<file path="src/rtl/router_fsm_nch_if.sv">
// Bus between the 1xNUM_CH router controller and the datapath blocks around it
// (register block, synchroniser, per-channel FIFOs).
interface router_fsm_nch_if #(
  parameter int NUM_CH = 3,
  parameter int ADDR_W = 2
);
  logic              pkt_valid;
  logic [ADDR_W-1:0] data_in;
  logic              fifo_full;
  logic [NUM_CH-1:0] fifo_empty;
  logic [NUM_CH-1:0] soft_reset;
  logic              parity_done;
  logic              low_packet_valid;

  logic              detect_add;
  logic              lfd_state;
  logic              ld_state;
  logic              laf_state;
  logic              full_state;
  logic              write_enb_reg;
  logic              rst_int_reg;
  logic              busy;
  logic              drop_state;
  logic [ADDR_W-1:0] dest;
  logic              addr_err;

  modport master (
    output pkt_valid, data_in, fifo_full, fifo_empty, soft_reset,
           parity_done, low_packet_valid,
    input  detect_add, lfd_state, ld_state, laf_state, full_state,
           write_enb_reg, rst_int_reg, busy, drop_state, dest, addr_err
  );

  modport slave (
    input  pkt_valid, data_in, fifo_full, fifo_empty, soft_reset,
           parity_done, low_packet_valid,
    output detect_add, lfd_state, ld_state, laf_state, full_state,
           write_enb_reg, rst_int_reg, busy, drop_state, dest, addr_err
  );
endinterface

</file>
<file path="src/rtl/router_fsm_nch.sv">
// Packet-router controller for a 1xNUM_CH router: header decode, payload load,
// FIFO-full stall, parity load/check, and silent drop of out-of-range headers.
//
// state              | meaning
// -------------------+-------------------------------------------------------
// DECODE_ADDRESS     | idle, waiting for a header byte
// LOAD_FIRST_DATA    | header written to the addressed FIFO
// LOAD_DATA          | streaming payload bytes
// WAIT_TILL_EMPTY    | addressed FIFO still draining a previous packet
// CHECK_PARITY_ERROR | parity compared, internal registers cleared
// LOAD_PARITY        | parity byte written
// FIFO_FULL_STATE    | stalled on a full FIFO, no write
// LOAD_AFTER_FULL    | writes the byte held during the stall
// DROP_PACKET        | discarding bytes of an out-of-range packet
// DROP_PARITY        | discarding the parity byte of that packet
module router_fsm_nch #(
  parameter int NUM_CH = 3,
  parameter int ADDR_W = 2
) (
  input  logic            clock,
  input  logic            resetn,
  router_fsm_nch_if.slave bus
);
  localparam int                PAD_W     = 2 ** ADDR_W;
  localparam logic [ADDR_W:0]   LP_NUM_CH = (ADDR_W + 1)'(NUM_CH);

  typedef enum logic [3:0] {
    DECODE_ADDRESS     = 4'd0,
    LOAD_FIRST_DATA    = 4'd1,
    LOAD_DATA          = 4'd2,
    WAIT_TILL_EMPTY    = 4'd3,
    CHECK_PARITY_ERROR = 4'd4,
    LOAD_PARITY        = 4'd5,
    FIFO_FULL_STATE    = 4'd6,
    LOAD_AFTER_FULL    = 4'd7,
    DROP_PACKET        = 4'd8,
    DROP_PARITY        = 4'd9
  } state_e;

  state_e            r_ps;
  state_e            w_ns;
  logic [ADDR_W-1:0] r_dest;
  logic              r_drop_first;
  logic [PAD_W-1:0]  w_empty_pad;
  logic [PAD_W-1:0]  w_soft_pad;
  logic              w_addr_oor;
  logic              w_owns_dest;

  // Pad per-channel flags to the full address space so any address indexes safely.
  for (genvar g = 0; g < NUM_CH; g++) begin : g_pad_used
    assign w_empty_pad[g] = bus.fifo_empty[g];
    assign w_soft_pad[g]  = bus.soft_reset[g];
  end
  for (genvar g = NUM_CH; g < PAD_W; g++) begin : g_pad_unused
    assign w_empty_pad[g] = 1'b0;
    assign w_soft_pad[g]  = 1'b0;
  end

  assign w_addr_oor  = ({1'b0, bus.data_in} >= LP_NUM_CH);
  assign w_owns_dest = !(r_ps inside {DECODE_ADDRESS, DROP_PACKET, DROP_PARITY});

  always_ff @(posedge clock) begin
    if (!resetn) begin
      r_ps <= DECODE_ADDRESS;
    end else begin
      r_ps <= w_ns;
    end
  end

  always_ff @(posedge clock) begin
    if (!resetn) begin
      r_dest       <= '0;
      r_drop_first <= 1'b0;
    end else begin
      if (r_ps == DECODE_ADDRESS && bus.pkt_valid) begin
        r_dest <= bus.data_in;
      end
      r_drop_first <= (r_ps == DECODE_ADDRESS) && bus.pkt_valid && w_addr_oor;
    end
  end

  always_comb begin
    w_ns = r_ps;
    case (r_ps)
      DECODE_ADDRESS: begin
        if (!bus.pkt_valid)                w_ns = DECODE_ADDRESS;
        else if (w_addr_oor)               w_ns = DROP_PACKET;
        else if (w_empty_pad[bus.data_in]) w_ns = LOAD_FIRST_DATA;
        else                               w_ns = WAIT_TILL_EMPTY;
      end
      LOAD_FIRST_DATA: w_ns = LOAD_DATA;
      LOAD_DATA: begin
        if (bus.fifo_full)       w_ns = FIFO_FULL_STATE;
        else if (!bus.pkt_valid) w_ns = LOAD_PARITY;
        else                     w_ns = LOAD_DATA;
      end
      WAIT_TILL_EMPTY: begin
        if (w_empty_pad[r_dest]) w_ns = LOAD_FIRST_DATA;
        else                     w_ns = WAIT_TILL_EMPTY;
      end
      LOAD_PARITY: w_ns = CHECK_PARITY_ERROR;
      CHECK_PARITY_ERROR: begin
        if (bus.fifo_full) w_ns = FIFO_FULL_STATE;
        else               w_ns = DECODE_ADDRESS;
      end
      FIFO_FULL_STATE: begin
        if (!bus.fifo_full) w_ns = LOAD_AFTER_FULL;
        else                w_ns = FIFO_FULL_STATE;
      end
      LOAD_AFTER_FULL: begin
        if (bus.parity_done)           w_ns = DECODE_ADDRESS;
        else if (bus.low_packet_valid) w_ns = LOAD_PARITY;
        else                           w_ns = LOAD_DATA;
      end
      DROP_PACKET: begin
        if (!bus.pkt_valid) w_ns = DROP_PARITY;
        else                w_ns = DROP_PACKET;
      end
      DROP_PARITY: w_ns = DECODE_ADDRESS;
      default:     w_ns = DECODE_ADDRESS;
    endcase
    // Read-timeout soft reset only matters while a real destination is owned.
    if (w_owns_dest && w_soft_pad[r_dest]) begin
      w_ns = DECODE_ADDRESS;
    end
  end

  always_comb begin
    bus.detect_add    = 1'b0;
    bus.lfd_state     = 1'b0;
    bus.ld_state      = 1'b0;
    bus.laf_state     = 1'b0;
    bus.full_state    = 1'b0;
    bus.write_enb_reg = 1'b0;
    bus.rst_int_reg   = 1'b0;
    bus.busy          = 1'b0;
    bus.drop_state    = 1'b0;
    bus.addr_err      = 1'b0;
    case (r_ps)
      DECODE_ADDRESS:  bus.detect_add = 1'b1;
      LOAD_FIRST_DATA: begin
        bus.lfd_state = 1'b1;
        bus.busy      = 1'b1;
      end
      LOAD_DATA: begin
        bus.ld_state      = 1'b1;
        bus.write_enb_reg = 1'b1;
      end
      WAIT_TILL_EMPTY: bus.busy = 1'b1;
      CHECK_PARITY_ERROR: begin
        bus.rst_int_reg = 1'b1;
        bus.busy        = 1'b1;
      end
      LOAD_PARITY: begin
        bus.write_enb_reg = 1'b1;
        bus.busy          = 1'b1;
      end
      FIFO_FULL_STATE: begin
        bus.full_state = 1'b1;
        bus.busy       = 1'b1;
      end
      LOAD_AFTER_FULL: begin
        bus.laf_state     = 1'b1;
        bus.write_enb_reg = 1'b1;
        bus.busy          = 1'b1;
      end
      DROP_PACKET: begin
        bus.drop_state = 1'b1;
        bus.addr_err   = r_drop_first;
      end
      DROP_PARITY: bus.drop_state = 1'b1;
      default:     bus.detect_add = 1'b0;
    endcase
  end

  assign bus.dest = r_dest;
endmodule

</file>
<file path="src/flat_wrapper.sv">
// flat-port wrapper written by rule: the top's interface ports become plain ports
module router_fsm_nch_flat 
#(
  parameter int NUM_CH = 3,
  parameter int ADDR_W = 2
)
  (clock, resetn, bus_pkt_valid, bus_data_in, bus_fifo_full, bus_fifo_empty, bus_soft_reset, bus_parity_done, bus_low_packet_valid, bus_detect_add, bus_lfd_state, bus_ld_state, bus_laf_state, bus_full_state, bus_write_enb_reg, bus_rst_int_reg, bus_busy, bus_drop_state, bus_dest, bus_addr_err);
  router_fsm_nch_if #(.NUM_CH(NUM_CH), .ADDR_W(ADDR_W)) bus_i ();
  input  logic clock;
  input  logic resetn;
  input wire logic [$bits(bus_i.pkt_valid)-1:0] bus_pkt_valid;
  input wire logic [$bits(bus_i.data_in)-1:0] bus_data_in;
  input wire logic [$bits(bus_i.fifo_full)-1:0] bus_fifo_full;
  input wire logic [$bits(bus_i.fifo_empty)-1:0] bus_fifo_empty;
  input wire logic [$bits(bus_i.soft_reset)-1:0] bus_soft_reset;
  input wire logic [$bits(bus_i.parity_done)-1:0] bus_parity_done;
  input wire logic [$bits(bus_i.low_packet_valid)-1:0] bus_low_packet_valid;
  output wire logic [$bits(bus_i.detect_add)-1:0] bus_detect_add;
  output wire logic [$bits(bus_i.lfd_state)-1:0] bus_lfd_state;
  output wire logic [$bits(bus_i.ld_state)-1:0] bus_ld_state;
  output wire logic [$bits(bus_i.laf_state)-1:0] bus_laf_state;
  output wire logic [$bits(bus_i.full_state)-1:0] bus_full_state;
  output wire logic [$bits(bus_i.write_enb_reg)-1:0] bus_write_enb_reg;
  output wire logic [$bits(bus_i.rst_int_reg)-1:0] bus_rst_int_reg;
  output wire logic [$bits(bus_i.busy)-1:0] bus_busy;
  output wire logic [$bits(bus_i.drop_state)-1:0] bus_drop_state;
  output wire logic [$bits(bus_i.dest)-1:0] bus_dest;
  output wire logic [$bits(bus_i.addr_err)-1:0] bus_addr_err;
  assign bus_i.pkt_valid = bus_pkt_valid;
  assign bus_i.data_in = bus_data_in;
  assign bus_i.fifo_full = bus_fifo_full;
  assign bus_i.fifo_empty = bus_fifo_empty;
  assign bus_i.soft_reset = bus_soft_reset;
  assign bus_i.parity_done = bus_parity_done;
  assign bus_i.low_packet_valid = bus_low_packet_valid;
  assign bus_detect_add = bus_i.detect_add;
  assign bus_lfd_state = bus_i.lfd_state;
  assign bus_ld_state = bus_i.ld_state;
  assign bus_laf_state = bus_i.laf_state;
  assign bus_full_state = bus_i.full_state;
  assign bus_write_enb_reg = bus_i.write_enb_reg;
  assign bus_rst_int_reg = bus_i.rst_int_reg;
  assign bus_busy = bus_i.busy;
  assign bus_drop_state = bus_i.drop_state;
  assign bus_dest = bus_i.dest;
  assign bus_addr_err = bus_i.addr_err;
  router_fsm_nch #(.NUM_CH(NUM_CH), .ADDR_W(ADDR_W)) u_core (.clock(clock), .resetn(resetn), .bus(bus_i));
endmodule
</file>
<file path="config.mk">
export PLATFORM = sky130hd
export DESIGN_NAME = router_fsm_nch_flat
export DESIGN_NICKNAME = d
export VERILOG_FILES = /design/src/rtl/router_fsm_nch_if.sv /design/src/rtl/router_fsm_nch.sv /design/src/flat_wrapper.sv
export SDC_FILE = /design/constraint.sdc
export NUM_CORES = 1
export LEC_CHECK = 0
export CAP_MARGIN = 10
export CORE_UTILIZATION = 40
export DETAILED_ROUTE_END_ITERATION = 7
export GPL_TIMING_DRIVEN = 1
export MAX_ROUTING_LAYER = met4
export PLACE_DENSITY_LB_ADDON = 0.15
export SKIP_LAST_GASP = 1
export SYNTH_ARGS = -nofsm -noshare
export SYNTH_HDL_FRONTEND = slang
export SYNTH_SLANG_ARGS = --single-unit
</file>
<file path="constraint.sdc">
create_clock -name clock -period 3.5 [get_ports clock]
set_clock_uncertainty 0.1 [all_clocks]
set_input_delay 0.7 -clock clock [delete_from_list [all_inputs] [get_ports clock]]
set_output_delay 0.7 -clock clock [all_outputs]
set_load 0.02 [all_outputs]
</file>
==> results of run 1 <==
synth_stat cells, drive strengths merged, types with 2 or more instances:
master / n
nor2: 10
dfxtp: 7
o21ai: 7
a21oi: 6
inv: 5
buf: 4
nor2b: 4
nor3: 4
nand2: 3
a31oi: 2
and4: 2
mux2i: 2
per-layer routing:
metal / up-vias / wire (µm) / part of all wire, %
li1: 332 / - / -
met1: 303 / 637 / 45
met2: 32 / 668 / 47
met3: 2 / 91 / 6.5
met4: 0 / 10 / 0.71
met5: - / 0 / 0
kinds of logic (layout without fill, tap and decap cells):
kind of cell | count (synthesis) | after routing | share of synthesized area (%)
muxes | 3 | 3 | 6.00
buffers and inverters | 9 | 34 | 7.71
DFF | 7 | 7 | 24.0
AOI/OAI and AO/OA | 22 | 22 | 28.1
and+or+nand+nor | 34 | 34 | 34.3
metrics by stage:
| stage | cells | utilization [%] | power, mW |
|---|---|---|---|
| 6_report | 115 | 64.0 | 0.419 |
| 5_1_grt | 115 | 64.0 | 0.449 |
| 4_1_cts | 115 | 64.0 | 0.421 |
| 3_5_place_dp | 111 | 62.0 | 0.347 |
| 3_3_place_gp | 111 | 62.0 | 0.346 |
| 2_1_floorplan | 75 | - | 0.267 |
sequential cells by signal (all words and copies together), names as in the netlist:
signal	cells
u_core.r_drop_first	1
u_core.bus.dest	2
u_core.r_ps	4
worst register-to-register path: stages (launching register included):
cell and delay [ns]:
dfxtp_1 0.64, nand2_1 0.22, or4_1 0.50, a31oi_1 0.20
power by group:
part	total (mW)	leakage, nW	internal [mW]	switching, mW
clock	0.0726	0.0150	0.0435	0.0292
combinational	0.211	0.221	0.110	0.102
sequential	0.135	0.0572	0.0933	0.0413
total	0.419	0.293	0.246	0.172
worst min path at each step:
stage,startpoint,end,slack (ns),depth (start not counted)
3_5_place_dp,u_core.bus.dest[1],u_core.bus.dest[1],0.51,2
4_1_cts,u_core.bus.dest[1],u_core.bus.dest[1],0.53,2
3_3_place_gp,u_core.bus.dest[1],u_core.bus.dest[1],0.50,2
2_1_floorplan,u_core.bus.dest[1],u_core.bus.dest[1],0.54,2
5_1_grt,u_core.bus.dest[1],u_core.bus.dest[1],0.55,2
6_report,u_core.bus.dest[1],u_core.bus.dest[1],0.51,2
layout make-up:
class	count	share of cell area, %
inverters	5	2.20
multi-input cells	59	46.8
well taps	15	2.20
flip-flops and latches	7	16.4
clock buffers	4	3.08
repair buffers	25	29.3
==> impl_metrics.csv, run 1 <==
group,metric,value,unit
worst_setup_path,cp_cell_sequence,"nand2b_1 > nor3_1 > a21o_1 > clkdlybuf4s50_1",
finish,drive_above_1_share,9.00,%
clocking,post-cts-setup-buffer-count,0,
drt,drt_iter0_markers,11,
synthesis,synth_area,584,µm²
sta,setup-violations-final,0,
worst_setup_path,cp_top_family,"flip-flops",
clocking,cts_root_buf,"clkbuf_4",
die,die_area,1620,µm²
worst_setup_path,r2r_cells,3,
clocking,clock_sinks,7,
worst_setup_path,worst-endpoint-arrival,1.98,ns
sta,relSlewSlack,65.6,%
die,initial_core_util,43.8,%
drt,ant_nets,0,
synthesis,synth.distinct_cells,35,
drt,vias_per_cell,5.82,
worst_setup_path,worst-path-stages,4,
die,die_w,40.2,µm
worst_setup_path,timing.rr.start,"u_core.r_ps[1]",
sta,hold-worst-slack,0.513,ns
pwr,p_leak,0.293,nW
worst_setup_path,crit_slowest_cell,"dfxtp_1",
worst_setup_path,path_buf_inv,1,
flow_run,cap_viol_max_count,0,
grt,antenna_found_initial,0,
synthesis,syn_inst,75,
sta,rsz0062_at_grt,"no",
worst_setup_path,worstSetupStartpoint,"u_core.r_ps[1]",
drt,num_vias,669,
die,core,1330,µm²
clocking,htreeDepth,1,
grt,use_met2,38.3,%
worst_setup_path,r2r_end,"u_core.r_ps[1]",
synthesis,async_flop_share,0,%
grt,grt_max_degree,16,
worst_setup_path,required,2.70,ns
synthesis,yosys_warnings,0,
sta,report.final.slew_viol_count,0,
grt,grt_pass1_vias,559,
drt,route.detailed.drc,0,
worst_setup_path,critPathCapture,"bus_write_enb_reg",
sta,tns,0,ns
die,die_h,40.2,µm
worst_setup_path,crit_fanout,15,
grt,grt.total_usage,21.3,%
pwr,vdd_drop_max,0.000225,V
synthesis,ys_ff_latch,7,
die,num_rows,13,
sta,fin_crit,2.78,ns
synthesis,synthTopCellsByArea,"dfxtp_1, nor2_1, a21oi_1",
finish,layout_common_cells,"clkdlybuf4s50_1, nor2_1, dfxtp_1",
clocking,cts_tree,"done",
hold_path,hold_class,"reg2reg",
placement,routabilityCongestion,0.849,
synthesis,syn-num-nets,89,
finish,multi_input_area,399,µm²
clocking,clk_pin_slew,0.05,ns
sta,worstMarginPinSlew,0.515,ns
worst_setup_path,critPathCaptureType,"output pin",
synthesis,synth_largest_area_cell,"dfxtp_1",
sta,fin_ws,0.723,ns
grt,top_usage_layer,"met2",
sta,hold_viol,0,
sta,min_period_over_period,79.3,%
synthesis,synthFlopType,"dfxtp_1",
die,boundaryPins,26,
clocking,clockBufferDepth,2,
drt,dr.pass1.iters,4,
grt,use_met3,1.67,%
synthesis,postSynthAreaPerCell,7.79,µm²
worst_setup_path,path_class,"reg2out",
drt,routed_wl,1410,µm
placement,io_buffers,25,
finish,regArea,140,µm²
worst_setup_path,r2r_setup_slack,1.77,ns
pwr,power_density,490,nW/µm²
grt,grt_pass1_wl,2330,µm
placement,place_area,827,µm²
synthesis,yosysSeqAreaShare,24.0,%
outcome,status,"finished, final reports clean",
synthesis,yosys.area.top_type_share,24.0,%
clocking,ctsHoldBuffers,0,
finish,antenna_cells,0,
grt,grt_use_met1,25.4,%
sta,fmax,360,MHz
drt,wl_per_cell,12.2,µm
clocking,cts_buffers,3,
clocking,clk_latency,0.25,ns
finish,design_area,853,µm²
synthesis,synth_edf_count,0,
placement,dp_hpwl,1090,µm
grt,grt_overflow,0,
clocking,cts_resized,0,
finish,layout_commonest_cell,"clkdlybuf4s50_1",
finish,n_fill_cell,124,
finish,fin_nets,115,
worst_setup_path,max_stage_delay,0.64,ns
placement,post-place-ws,0.995,ns
worst_setup_path,critPathLaunchType,"register",
finish,synthToLayoutAreaGrowth,46.0,%
Note: power is estimated with default switching activity, not from simulation.
==> run 2: changes to the inputs <==
- clock period: 3.5 -> 2.7 ns (I/O delays scaled with it)
==> run 2 against run 1 <==
Net effect: design area grew 0.88%; final cell count grew 0.87%; sequential share of layout area shrank 0.14 points; clock-buffer cell count is the same; setup slack lost 0.58 ns; die area is the same; flip-flop and latch count is the same; global-route usage is essentially flat; power grew 31%; critical path depth shrank 1; combinational power grew 39%; worst hold slack gained 0.014 ns; highest routed layer is now met3.
==> impl_metrics.csv, run 2 (synthesis gave the netlist of run 1 again) <==
group,metric,value,unit
drt,num_vias,665,
outcome,status,"finished, final reports clean",
worst_setup_path,path_buf_inv,2,
finish,layout_commonest_cell,"clkdlybuf4s50_1",
die,die_w,40.2,µm
finish,top_register,"u_core.r_ps",
placement,routabilityCongestion,0.879,
finish,drive_above_1_share,9.90,%
grt,grt_pass1_wl,2270,µm
worst_setup_path,timing.rr.start,"u_core.r_ps[0]",
die,boundaryPins,26,
finish,largest_register_ffs,4,
pwr,total_power,0.548,mW
drt,drt_iter0_markers,14,
worst_setup_path,path_class,"reg2out",
drt,routed_wl,1460,µm
finish,layout_common_cells,"clkdlybuf4s50_1, nor2_1, dfxtp_1",
die,initial_core_util,43.8,%
worst_setup_path,worst-endpoint-arrival,1.92,ns
sta,min_period_over_period,94.7,%
drt,vias_per_cell,5.73,
clocking,clockBufferDepth,2,
worst_setup_path,r2r_end,"u_core.r_ps[1]",
clocking,post-cts-setup-buffer-count,0,
drt,route.detailed.drc,0,
pwr,p_leak,0.298,nW
sta,rsz0062_at_grt,"no",
flow_run,cap_viol_max_count,0,
worst_setup_path,critPathCapture,"bus_drop_state",
die,die_area,1620,µm²
clocking,cts_buffers,3,
sta,tns,0,ns
sta,relSlewSlack,66.2,%
sta,setup-violations-final,0,
worst_setup_path,worst-path-stages,3,
clocking,htreeDepth,1,
worst_setup_path,max_stage_delay,0.62,ns
placement,dpl.cell_count,112,
drt,dr.pass1.iters,4,
clocking,clk_latency,0.24,ns
worst_setup_path,required,2.06,ns
grt,grt.total_usage,21.3,%
finish,antenna_cells,0,
worst_setup_path,critPathCaptureType,"output pin",
clocking,ctsHoldBuffers,0,
sta,fin_crit,2.56,ns
clocking,clock_sinks,7,
placement,dp_hpwl,1130,µm
die,die_h,40.2,µm
clocking,cts_tree,"done",
grt,grt_overflow,0,
die,core,1330,µm²
clocking,clk_pin_slew,0.05,ns
sta,hold_viol,0,
die,num_rows,13,
clocking,cts_root_buf,"clkbuf_4",
worst_setup_path,r2r_cells,3,
hold_path,hold_class,"reg2reg",
drt,ant_nets,0,
placement,io_buffers,25,
worst_setup_path,worstSetupStartpoint,"u_core.r_ps[3]",
worst_setup_path,critPathLaunchType,"register",
drt,wl_per_cell,12.6,µm
worst_setup_path,r2r_setup_slack,1.00,ns
finish,synthToLayoutAreaGrowth,47.3,%
worst_setup_path,crit_fanout,12,
worst_setup_path,crit_slowest_cell,"dfxtp_1",
grt,antenna_found_initial,0,
sta,report.final.slew_viol_count,0,
worst_setup_path,cp_top_family,"buffers and inverters",
sta,worstMarginPinSlew,0.506,ns
worst_setup_path,cp_cell_sequence,"inv_1 > nor3_1 > clkdlybuf4s50_1",
grt,grt_max_degree,15,
sta,fmax,391,MHz
grt,grt_pass1_vias,534,
finish,fin_nets,116,
pwr,vdd_drop_max,0.000275,V
pwr,power_density,637,nW/µm²
clocking,cts_resized,0,
finish,final_cell_count_no_fill,116,
==> run 2: cell types whose count changed in the layout (fill, tap and decap cells not counted) <==
cell	previous run	this run
buf_4	0	1
==> run 2: power by group <==
| group | total, mW | switching, mW | internal, mW |
|---|---|---|---|
| combinational | 0.293 | 0.146 | 0.147 |
| sequential | 0.164 | 0.0430 | 0.121 |
| clock | 0.0911 | 0.0350 | 0.0562 |
| total | 0.548 | 0.224 | 0.324 |
==> run 2: worst min path at each step <==
stage | startpoint | end | slack, ns | cells after the start
final | u_core.bus.dest[1] | u_core.bus.dest[1] | 0.53 | 2
after global routing | u_core.bus.dest[1] | u_core.bus.dest[1] | 0.54 | 2
after CTS | u_core.bus.dest[1] | u_core.bus.dest[1] | 0.51 | 2
after detailed placement | u_core.bus.dest[1] | u_core.bus.dest[1] | 0.50 | 2
after global placement | u_core.bus.dest[1] | u_core.bus.dest[1] | 0.50 | 2
after floorplan | u_core.bus.dest[1] | u_core.bus.dest[1] | 0.54 | 2
==> run 2: tightest hold or removal path, stage by stage (launching register included) <==
cell,delay [ns]
dfxtp_1,0.37
mux2i_1,0.16
nor2_1,0.05
==> run 2: cell type report <==
| cell class | instances | area (µm²) |
|---|---|---|
| Clock buffer | 4 | 26.3 |
| Fill cell | 122 | 473 |
| Inverter | 5 | 18.8 |
| Multi-Input combinational cell | 59 | 399 |
| Sequential cell | 7 | 140 |
| Tap cell | 15 | 18.8 |
| Timing Repair Buffer | 26 | 258 |
==> run 2: per-layer routing <==
metal,vias to the layer above,global-route usage [%],part of all wire (%)
li1,330,-,-
met4,0,4.17,0
met5,-,-,0
met2,36,35.9,46
met1,299,26.5,48
met3,0,3.89,6.1
==> run 2: stage by stage <==
stage / worst slack (ns) / area [µm²] / util [%] / hold WS, ns
finish: 0.142 / 861 / 64.5 / 0.527
global placement: 0.468 / 835 / 62.6 / 0.499
CTS: 0.157 / 861 / 64.5 / 0.515
detailed placement: 0.422 / 835 / 62.6 / 0.496
floorplan: 0.738 / 584 / - / 0.540
global route: 0.0400 / 861 / 64.5 / 0.543
